### config.mk
export PLATFORM = sky130hd
export DESIGN_NAME = pe_row_ctrl
export DESIGN_NICKNAME = d
export VERILOG_FILES = /design/src/rtl/pe_row_ctrl_pkg.sv /design/src/rtl/pe_row_ctrl_psum_fifo.sv /design/src/rtl/pe_row_ctrl.sv
export SDC_FILE = /design/constraint.sdc
export NUM_CORES = 1
export LEC_CHECK = 0
export CAP_MARGIN = 30
export CORE_MARGIN = 4
export CORE_UTILIZATION = 25
export CTS_CLUSTER_DIAMETER = 30
export CTS_CLUSTER_SIZE = 40
export DETAILED_ROUTE_END_ITERATION = 8
export GPL_TIMING_DRIVEN = 0
export MAX_ROUTING_LAYER = met4
export PLACE_DENSITY = 0.5
export SYNTH_ARGS = -nofsm -noshare
export SYNTH_HDL_FRONTEND = slang
export SYNTH_HIERARCHICAL = 1
export SYNTH_SLANG_ARGS = --single-unit
### constraint.sdc
create_clock -name clk -period 7.55 [get_ports clk]
set_input_delay 1.1325 -clock clk [delete_from_list [all_inputs] [get_ports clk]]
set_output_delay 1.1325 -clock clk [all_outputs]
set_load 0.05 [all_outputs]
### src/rtl/pe_row_ctrl_pkg.sv
// rtl/pe_row_ctrl_pkg.sv - shared types and constants for the PE row controller
package pe_row_ctrl_pkg;

  localparam int conv16_width = 16;
  localparam int PE_IN_LEN    = 16;
  localparam int PE_TAPS      = 3;

  typedef enum logic [2:0] {IDLE, LOAD, RUN, FLUSH, DONE} pe_row_ctrl_state_t;

  function automatic int out_len(input int in_len, input int taps);
    return in_len - taps + 1;
  endfunction

endpackage

### src/rtl/pe_row_ctrl_psum_fifo.sv
// rtl/pe_row_ctrl_psum_fifo.sv - psum output FIFO with count and row-sized free-space flag
module psum_fifo #(
  parameter int WIDTH   = 32,
  parameter int DEPTH   = 16,
  parameter int RESERVE = 14,
  localparam int CW = $clog2(DEPTH + 1),
  localparam int AW = (DEPTH > 1) ? $clog2(DEPTH) : 1
) (
  input  logic             clk,
  input  logic             rstn,
  input  logic             push,
  input  logic [WIDTH-1:0] push_data,
  input  logic             pop,
  output logic [WIDTH-1:0] head_data,
  output logic             not_empty,
  output logic [CW-1:0]    count,
  output logic             room
);

  logic [WIDTH-1:0] mem_q [DEPTH];
  logic [AW-1:0]    wr_ptr_q, wr_ptr_d, rd_ptr_q, rd_ptr_d;
  logic [CW-1:0]    count_q, count_d;
  logic             do_pop;

  always_comb begin
    do_pop   = pop && (count_q != '0);
    wr_ptr_d = wr_ptr_q;
    rd_ptr_d = rd_ptr_q;
    count_d  = count_q;
    if (push) wr_ptr_d = (wr_ptr_q == AW'(DEPTH - 1)) ? '0 : wr_ptr_q + AW'(1);
    if (do_pop) rd_ptr_d = (rd_ptr_q == AW'(DEPTH - 1)) ? '0 : rd_ptr_q + AW'(1);
    case ({push, do_pop})
      2'b10:   count_d = count_q + CW'(1);
      2'b01:   count_d = count_q - CW'(1);
      default: count_d = count_q;
    endcase
  end

  // Room is judged on next-cycle occupancy so a row can be issued back to back
  assign room      = (CW'(DEPTH) - count_d) >= CW'(RESERVE);
  assign head_data = mem_q[rd_ptr_q];
  assign not_empty = (count_q != '0);
  assign count     = count_q;

  always_ff @(posedge clk) begin
    if (push) mem_q[wr_ptr_q] <= push_data;
  end

  always_ff @(posedge clk or negedge rstn) begin
    if (!rstn) begin
      wr_ptr_q <= '0;
      rd_ptr_q <= '0;
      count_q  <= '0;
    end else begin
      wr_ptr_q <= wr_ptr_d;
      rd_ptr_q <= rd_ptr_d;
      count_q  <= count_d;
    end
  end

  assert property (@(posedge clk) disable iff (!rstn) !(push && count_q == CW'(DEPTH)));

endmodule

### src/rtl/pe_row_ctrl.sv
// rtl/pe_row_ctrl.sv - job sequencer for one 1D systolic PE row
module pe_row_ctrl
  import pe_row_ctrl_pkg::*;
#(
  parameter int ADDR_W      = 10,
  parameter int IN_LEN      = PE_IN_LEN,
  parameter int TAPS        = PE_TAPS,
  parameter int PSUM_OFFSET = 4,
  parameter int ROW_PERIOD  = 19,
  parameter int FIFO_DEPTH  = 16
) (
  input  logic                      clk,
  input  logic                      rstn,
  input  logic                      start,
  input  logic [7:0]                n_rows,
  input  logic [ADDR_W-1:0]         ifmap_base,
  input  logic [ADDR_W-1:0]         filt_base,
  output logic                      busy,
  output logic                      done,
  output logic [ADDR_W-1:0]         ifm_addr,
  input  logic [conv16_width-1:0]   ifm_rdata,
  output logic [ADDR_W-1:0]         flt_addr,
  input  logic [conv16_width-1:0]   flt_rdata,
  output logic                      pe_en,
  output logic [conv16_width-1:0]   pe_f,
  output logic [conv16_width-1:0]   pe_r,
  input  logic [2*conv16_width-1:0] pe_psum,
  output logic                      out_valid,
  input  logic                      out_ready,
  output logic [2*conv16_width-1:0] out_data
);

  localparam int OUT_LEN = out_len(IN_LEN, TAPS);
  localparam int KW      = $clog2(ROW_PERIOD + IN_LEN + 1);
  localparam int CW      = $clog2(FIFO_DEPTH + 1);
  localparam logic [KW-1:0] K_LAST    = KW'(ROW_PERIOD - 1);
  localparam logic [KW-1:0] K_R_END   = KW'(IN_LEN);
  localparam logic [KW-1:0] K_F_END   = KW'(TAPS);
  localparam logic [KW-1:0] K_PUSH_LO = KW'(1 + PSUM_OFFSET);
  localparam logic [KW-1:0] K_PUSH_HI = KW'(PSUM_OFFSET + OUT_LEN);

  if (ROW_PERIOD < 1 + PSUM_OFFSET + OUT_LEN) begin : g_bad_period
    $error("ROW_PERIOD too short for the psum capture window");
  end
  if (FIFO_DEPTH < OUT_LEN) begin : g_bad_depth
    $error("FIFO_DEPTH cannot hold one row of psums");
  end

  pe_row_ctrl_state_t state_q, state_d;
  logic [KW-1:0]      k_q, k_d;
  logic [7:0]         row_q, row_d, n_rows_q, n_rows_d;
  logic [ADDR_W-1:0]  ifm_row_q, ifm_row_d, filt_base_q, filt_base_d;
  logic [ADDR_W-1:0]  ifm_addr_q, ifm_addr_d, flt_addr_q, flt_addr_d;
  logic               busy_q, busy_d, done_q, done_d, pe_en_q, pe_en_d;
  logic               r_win_q, r_win_d, f_win_q, f_win_d;
  logic               run_d, row_last, push, pop, fifo_room, fifo_nempty;
  logic [CW-1:0]      fifo_count;
  logic [2*conv16_width-1:0] fifo_head;

  always_comb begin
    state_d     = state_q;
    k_d         = k_q;
    row_d       = row_q;
    n_rows_d    = n_rows_q;
    ifm_row_d   = ifm_row_q;
    filt_base_d = filt_base_q;
    busy_d      = busy_q;
    done_d      = 1'b0;
    row_last    = ({1'b0, row_q} + 9'd1) >= {1'b0, n_rows_q};
    case (state_q)
      IDLE: begin
        busy_d = 1'b0;
        if (start && !busy_q) begin
          busy_d      = 1'b1;
          n_rows_d    = n_rows;
          ifm_row_d   = ifmap_base;
          filt_base_d = filt_base;
          row_d       = '0;
          state_d     = (n_rows == 8'd0) ? DONE : LOAD;
        end
      end
      LOAD: if (fifo_room) begin
        state_d = RUN;
        k_d     = '0;
      end
      RUN: begin
        k_d = k_q + KW'(1);
        if (k_q == K_LAST) begin
          k_d       = '0;
          row_d     = row_q + 8'd1;
          ifm_row_d = ifm_row_q + ADDR_W'(IN_LEN);
          // LOAD is only occupied when the next row would not fit
          if (row_last)       state_d = FLUSH;
          else if (fifo_room) state_d = RUN;
          else                state_d = LOAD;
        end
      end
      FLUSH: if (fifo_count == '0) state_d = DONE;
      DONE: begin
        done_d  = 1'b1;
        state_d = IDLE;
      end
      default: state_d = IDLE;
    endcase

    run_d      = (state_d == RUN);
    ifm_addr_d = (run_d && k_d < K_R_END) ? ifm_row_d + ADDR_W'(k_d) : ifm_addr_q;
    flt_addr_d = (run_d && k_d < K_F_END) ? filt_base_d + ADDR_W'(k_d) : flt_addr_q;
    pe_en_d    = run_d && (k_d == KW'(1));
    r_win_d    = run_d && (k_d != '0) && (k_d <= K_R_END);
    f_win_d    = run_d && (k_d != '0) && (k_d <= K_F_END);
  end

  always_ff @(posedge clk or negedge rstn) begin
    if (!rstn) begin
      state_q     <= IDLE;
      k_q         <= '0;
      row_q       <= '0;
      n_rows_q    <= '0;
      ifm_row_q   <= '0;
      filt_base_q <= '0;
      busy_q      <= 1'b0;
      done_q      <= 1'b0;
      ifm_addr_q  <= '0;
      flt_addr_q  <= '0;
      pe_en_q     <= 1'b0;
      r_win_q     <= 1'b0;
      f_win_q     <= 1'b0;
    end else begin
      state_q     <= state_d;
      k_q         <= k_d;
      row_q       <= row_d;
      n_rows_q    <= n_rows_d;
      ifm_row_q   <= ifm_row_d;
      filt_base_q <= filt_base_d;
      busy_q      <= busy_d;
      done_q      <= done_d;
      ifm_addr_q  <= ifm_addr_d;
      flt_addr_q  <= flt_addr_d;
      pe_en_q     <= pe_en_d;
      r_win_q     <= r_win_d;
      f_win_q     <= f_win_d;
    end
  end

  assign push = (state_q == RUN) && (k_q >= K_PUSH_LO) && (k_q <= K_PUSH_HI);
  assign pop  = fifo_nempty && out_ready;

  psum_fifo #(
    .WIDTH   (2*conv16_width),
    .DEPTH   (FIFO_DEPTH),
    .RESERVE (OUT_LEN)
  ) u_fifo (
    .clk       (clk),
    .rstn      (rstn),
    .push      (push),
    .push_data (pe_psum),
    .pop       (pop),
    .head_data (fifo_head),
    .not_empty (fifo_nempty),
    .count     (fifo_count),
    .room      (fifo_room)
  );

  assign busy      = busy_q;
  assign done      = done_q;
  assign ifm_addr  = ifm_addr_q;
  assign flt_addr  = flt_addr_q;
  assign pe_en     = pe_en_q;
  assign pe_r      = r_win_q ? ifm_rdata : '0;
  assign pe_f      = f_win_q ? flt_rdata : '0;
  assign out_valid = fifo_nempty;
  assign out_data  = fifo_nempty ? fifo_head : '0;

endmodule
==> flow_results.xml <==
<?xml version="1.0" encoding="UTF-8"?>
<metrics>
  <group name="cts">
    <metric name="postCtsHoldBufs" unit="">0</metric>
    <metric name="post_cts_buffers" unit="">0</metric>
    <metric name="tritoncts" unit="">done</metric>
    <metric name="clkTransAtPathRegs" unit="ns">0.04</metric>
    <metric name="clock_tree.htree_level_count" unit="">4</metric>
    <metric name="clk-insertion-delay-late" unit="ns">0.72</metric>
    <metric name="clock_sink_count" unit="">595</metric>
    <metric name="cts-buffers-inserted" unit="">138</metric>
    <metric name="clock-root-buffer" unit="">sky130_fd_sc_hd__clkbuf_16</metric>
    <metric name="cts_repair_resize_count" unit="">0</metric>
    <metric name="max_buffers_root_to_sink" unit="">3</metric>
  </group>
  <group name="routing">
    <metric name="wirelength" unit="mm">69.3</metric>
    <metric name="met3RoutedLength" unit="mm">4.40</metric>
    <metric name="top_signal_layer_used" unit="">met4</metric>
    <metric name="vias_per_cell" unit="">4.45</metric>
    <metric name="drt-wirelength-per-cell" unit="µm">20.3</metric>
    <metric name="detail_route.drc_violations" unit="">0</metric>
    <metric name="route.vias.total" unit="">15200</metric>
    <metric name="drt-met1-wl" unit="mm">29.3</metric>
    <metric name="drt_first_iter_violations" unit="">1158</metric>
    <metric name="drt_pass1_iterations" unit="">5</metric>
    <metric name="drt.antenna.violating_nets" unit="">0</metric>
    <metric name="met2_routed_length" unit="mm">34.4</metric>
  </group>
  <group name="yosys">
    <metric name="yosysWarnings" unit="">6</metric>
    <metric name="synth_cell_types" unit="">76</metric>
    <metric name="simple_gate_fraction_of_synth_area" unit="%">6.14</metric>
    <metric name="post_synth_instance_area" unit="µm²">25400</metric>
    <metric name="synth-edff-count" unit="">512</metric>
    <metric name="synth_top_family_by_area" unit="">multiplexers</metric>
    <metric name="synthArstFlopShare" unit="%">13.9</metric>
    <metric name="synth_sequential_area_ratio" unit="%">68.7</metric>
    <metric name="synth_compound_area_share" unit="%">8.01</metric>
    <metric name="yosys.area_share.xor_xnor" unit="%">0.759</metric>
    <metric name="number_of_synthesized_register_bits" unit="">595</metric>
    <metric name="share_of_synthesized_area_spent_on_multiplexers" unit="%">12.0</metric>
    <metric name="mean_syn_cell_area" unit="µm²">16.1</metric>
    <metric name="synth_top_flop_cell" unit="">sky130_fd_sc_hd__edfxtp_1</metric>
    <metric name="post_synthesis_share_of_cell_area_spent_on_full_adders_half_adders_and_majority_gates" unit="%">2.06</metric>
    <metric name="synthesis.nets" unit="">1713</metric>
    <metric name="syn-instance-count" unit="">1577</metric>
  </group>
  <group name="global_route">
    <metric name="maximum_number_of_pins_on_one_net_before_global_route_repair" unit="">43</metric>
    <metric name="first_pass_grt_wire_length" unit="mm">103</metric>
    <metric name="number_of_antenna_violations_at_the_first_check_in_global_routing" unit="">9</metric>
    <metric name="grt_remaining_overflow" unit="">0</metric>
    <metric name="grt_usage" unit="%">13.3</metric>
    <metric name="number_of_global_route_vias_before_repair" unit="">16300</metric>
  </group>
  <group name="timing">
    <metric name="slew_headroom" unit="%">32.7</metric>
    <metric name="worst-slew-pin-transition" unit="ns">1.00</metric>
    <metric name="finalSetupViolations" unit="">0</metric>
    <metric name="grt_setup_unrepaired" unit="">no</metric>
    <metric name="hold_viol_final" unit="">0</metric>
    <metric name="slew_viol_final" unit="">0</metric>
    <metric name="finalCriticalPeriod" unit="ns">6.86</metric>
    <metric name="clock-skew-final" unit="ns">0.0629</metric>
    <metric name="post_route_setup_slack" unit="ns">0.690</metric>
    <metric name="timing.fmax" unit="GHz">0.146</metric>
    <metric name="layout_worst_path_cycle_share" unit="%">90.9</metric>
  </group>
  <group name="final_layout">
    <metric name="layout.nets" unit="">2064</metric>
    <metric name="most_common_cell_after_layout_fill_and_taps_aside" unit="">sky130_fd_sc_hd__edfxtp_1</metric>
    <metric name="layout_common_cells" unit="">512 x sky130_fd_sc_hd__edfxtp_1, 182 x sky130_fd_sc_hd__clkdlybuf4s50_1, 138 x sky130_fd_sc_hd__clkbuf_16</metric>
    <metric name="num-fill-cells" unit="">9701</metric>
    <metric name="synthToLayoutAreaGrowth" unit="%">34.5</metric>
    <metric name="layout-drive-gt1-share" unit="%">23.0</metric>
  </group>
  <group name="place">
    <metric name="post-place-ws" unit="ns">0.317</metric>
    <metric name="place.gp.congestion" unit="">0.791</metric>
    <metric name="post-dp-hpwl" unit="mm">46.4</metric>
    <metric name="io_buffer_count" unit="">183</metric>
  </group>
  <group name="power">
    <metric name="p_int" unit="mW">10.0</metric>
    <metric name="total_switching_power" unit="mW">5.91</metric>
    <metric name="switching_share" unit="%">37.1</metric>
    <metric name="seqPwrFrac" unit="%">25.8</metric>
    <metric name="leakage" unit="nW">12.1</metric>
    <metric name="share_clk_of_total_power" unit="%">35.9</metric>
    <metric name="ir_drop" unit="mV">0.332</metric>
    <metric name="power.total" unit="mW">16.0</metric>
    <metric name="p_per_area" unit="nW/µm²">467</metric>
    <metric name="share_comb_of_total_power" unit="%">38.3</metric>
  </group>
  <group name="setup_path">
    <metric name="timing_worst_setup_path_type" unit="">register to register</metric>
    <metric name="worst_reg_to_reg_setup_slack" unit="ns">0.69</metric>
    <metric name="regToRegStartpoint" unit="">k_q[3]</metric>
    <metric name="endpoint_kind" unit="">register</metric>
    <metric name="cp.arrival" unit="ns">7.44</metric>
    <metric name="crit-reg2reg-capture" unit="">flt_addr[8]</metric>
    <metric name="setup.worst_path.start_class" unit="">register</metric>
    <metric name="critical_path_peak_fanout" unit="">8</metric>
    <metric name="ff2ff_path_depth" unit="">25</metric>
    <metric name="worst_ep_required_time" unit="ns">8.13</metric>
  </group>
  <group name="worst_hold_path">
    <metric name="hold_path_class" unit="">primary input to async pin</metric>
  </group>
  <group name="die">
    <metric name="chipHeight" unit="µm">327</metric>
    <metric name="core" unit="µm²">100000</metric>
    <metric name="die-area" unit="µm²">107000</metric>
    <metric name="floorplan.initialDensity" unit="%">25.3</metric>
    <metric name="row_count" unit="">116</metric>
    <metric name="floorplan.io_pins" unit="">184</metric>
    <metric name="fp.dieW" unit="µm">327</metric>
  </group>
  <group name="flow_run">
    <metric name="maxCapViolCount" unit="">0</metric>
  </group>
  <group name="run_status">
    <metric name="status" unit="">finished, final reports clean</metric>
  </group>
</metrics>
## power groups by stage
| stage | clock network [mW] | registers [mW] | logic [mW] |
|---|---|---|---|
| 4_1_cts | 5.86 | 4.11 | 6.20 |
| 3_3_place_gp | 0 | 4.17 | 6.00 |
| 3_5_place_dp | 0 | 4.16 | 6.16 |
| 6_report | 5.73 | 4.11 | 6.11 |
| 5_1_grt | 6.06 | 4.14 | 6.61 |
| 2_1_floorplan | 0 | 4.33 | 3.95 |
## cells in the mapped netlist (10+ instances only)
| cell | n | area share [%] |
|---|---|---|
| sky130_fd_sc_hd__nand2_1 | 121 | 1.8 |
| sky130_fd_sc_hd__buf_2 | 27 | 0.53 |
| sky130_fd_sc_hd__a221oi_2 | 29 | 1.7 |
| sky130_fd_sc_hd__clkbuf_1 | 30 | 0.44 |
| sky130_fd_sc_hd__mux4_2 | 64 | 5.7 |
| sky130_fd_sc_hd__nand3_1 | 14 | 0.28 |
| sky130_fd_sc_hd__a21oi_1 | 53 | 1.0 |
| sky130_fd_sc_hd__nor2_1 | 34 | 0.50 |
| sky130_fd_sc_hd__edfxtp_1 | 512 | 61 |
| sky130_fd_sc_hd__mux2i_1 | 102 | 4.0 |
| sky130_fd_sc_hd__nand2b_1 | 14 | 0.34 |
| sky130_fd_sc_hd__dfrtp_1 | 83 | 8.2 |
| sky130_fd_sc_hd__inv_1 | 33 | 0.49 |
| sky130_fd_sc_hd__mux2_2 | 51 | 2.3 |
| sky130_fd_sc_hd__xnor2_1 | 16 | 0.55 |
| sky130_fd_sc_hd__a22oi_1 | 36 | 1.1 |
| sky130_fd_sc_hd__buf_4 | 10 | 0.30 |
| sky130_fd_sc_hd__and2_1 | 70 | 1.7 |
| sky130_fd_sc_hd__ha_1 | 37 | 1.8 |
| sky130_fd_sc_hd__o21ai_0 | 92 | 1.8 |
## per-layer routing
| metal | vias up | GRT usage [%] |
|---|---|---|
| li1 | 6936 | - |
| met2 | 436 | 21.7 |
| met3 | 98 | 4.09 |
| met1 | 7706 | 15.7 |
| met5 | - | - |
| met4 | 0 | 4.01 |
## state kept, by name (all words and copies together), names as in the netlist, 5 cells and up
signal        cells
ifm_addr         10
filt_base_q      10
flt_addr         10
row_q             8
n_rows_q          8
k_q               6
ifm_row_q        10
u_fifo/mem_q    512
u_fifo/count      5
## worst max path at each step
| stage | startpoint | endpoint | slack (ns) |
|---|---|---|---|
| 6_report | k_q[3] | flt_addr[8] | 0.69 |
| 5_1_grt | k_q[3] | ifm_addr[8] | 0.08 |
| 4_1_cts | k_q[3] | flt_addr[8] | 0.72 |
| 3_5_place_dp | out_ready | flt_addr[8] | 0.32 |
| 3_3_place_gp | k_q[3] | u_fifo/mem_q[0][11] | -0.62 |
| 2_1_floorplan | out_ready | flt_addr[8] | 1.88 |
## cell families (layout without fill, tap and decap cells)
kind of cell    count (synthesis)  after routing
other cells                     0              9
xor+xnor                       22             22
compound gates                282            282
fa+ha+maj                      40             40
mux                           218            218
simple gates                  306            306
flops                         595            595
buf+inv                       114            578
## per-stage QoR
stage	cells	TNS [ns]	instance area, µm²	hold slack [ns]	utilization, %
after CTS	3398	0	34100	0.403	34.0
after global routing	3406	0	34200	0.451	34.0
after floorplan	1577	0	25400	0.444	-
after detailed placement	3145	0	29500	0.463	29.4
final	3407	0	34200	0.426	34.0
after global placement	3117	-39.12	28900	0.466	28.8
## critical path, stage by stage, from the launching register on
cell	delay, ns
sky130_fd_sc_hd__dfrtp_1	0.35
sky130_fd_sc_hd__clkbuf_1	0.19
sky130_fd_sc_hd__nor2b_1	0.44
sky130_fd_sc_hd__o21ai_0	0.16
sky130_fd_sc_hd__o22a_1	0.20
sky130_fd_sc_hd__nor3_1	0.30
sky130_fd_sc_hd__clkbuf_1	0.37
sky130_fd_sc_hd__inv_1	0.08
sky130_fd_sc_hd__ha_1	0.28
sky130_fd_sc_hd__ha_1	0.37
sky130_fd_sc_hd__a21oi_1	0.36
sky130_fd_sc_hd__a2111oi_2	0.16
sky130_fd_sc_hd__a211oi_2	0.37
sky130_fd_sc_hd__o32ai_2	0.15
sky130_fd_sc_hd__a211oi_2	0.31
sky130_fd_sc_hd__nand3b_1	0.22
sky130_fd_sc_hd__a21o_1	0.26
sky130_fd_sc_hd__mux2_2	0.33
sky130_fd_sc_hd__ha_1	0.24
sky130_fd_sc_hd__fa_1	0.44
sky130_fd_sc_hd__a21o_1	0.18
sky130_fd_sc_hd__a21oi_1	0.22
sky130_fd_sc_hd__o21ai_0	0.19
sky130_fd_sc_hd__a21boi_0	0.18
sky130_fd_sc_hd__xnor2_1	0.14
sky130_fd_sc_hd__mux2_2	0.26
## final cells by class
cell class | count | area (µm²) | area share, %
Antenna cell | 9 | 22.5 | 0.0659
Buffer | 81 | 465 | 1.36
Clock buffer | 164 | 3600 | 10.5
Clock inverter | 89 | 1040 | 3.03
Inverter | 33 | 124 | 0.363
Multi-Input combinational cell | 868 | 7480 | 21.9
Sequential cell | 595 | 17500 | 51.1
Tap cell | 1357 | 1700 | 4.97
Timing Repair Buffer | 211 | 2290 | 6.71
(Power assumes the default switching activity.)
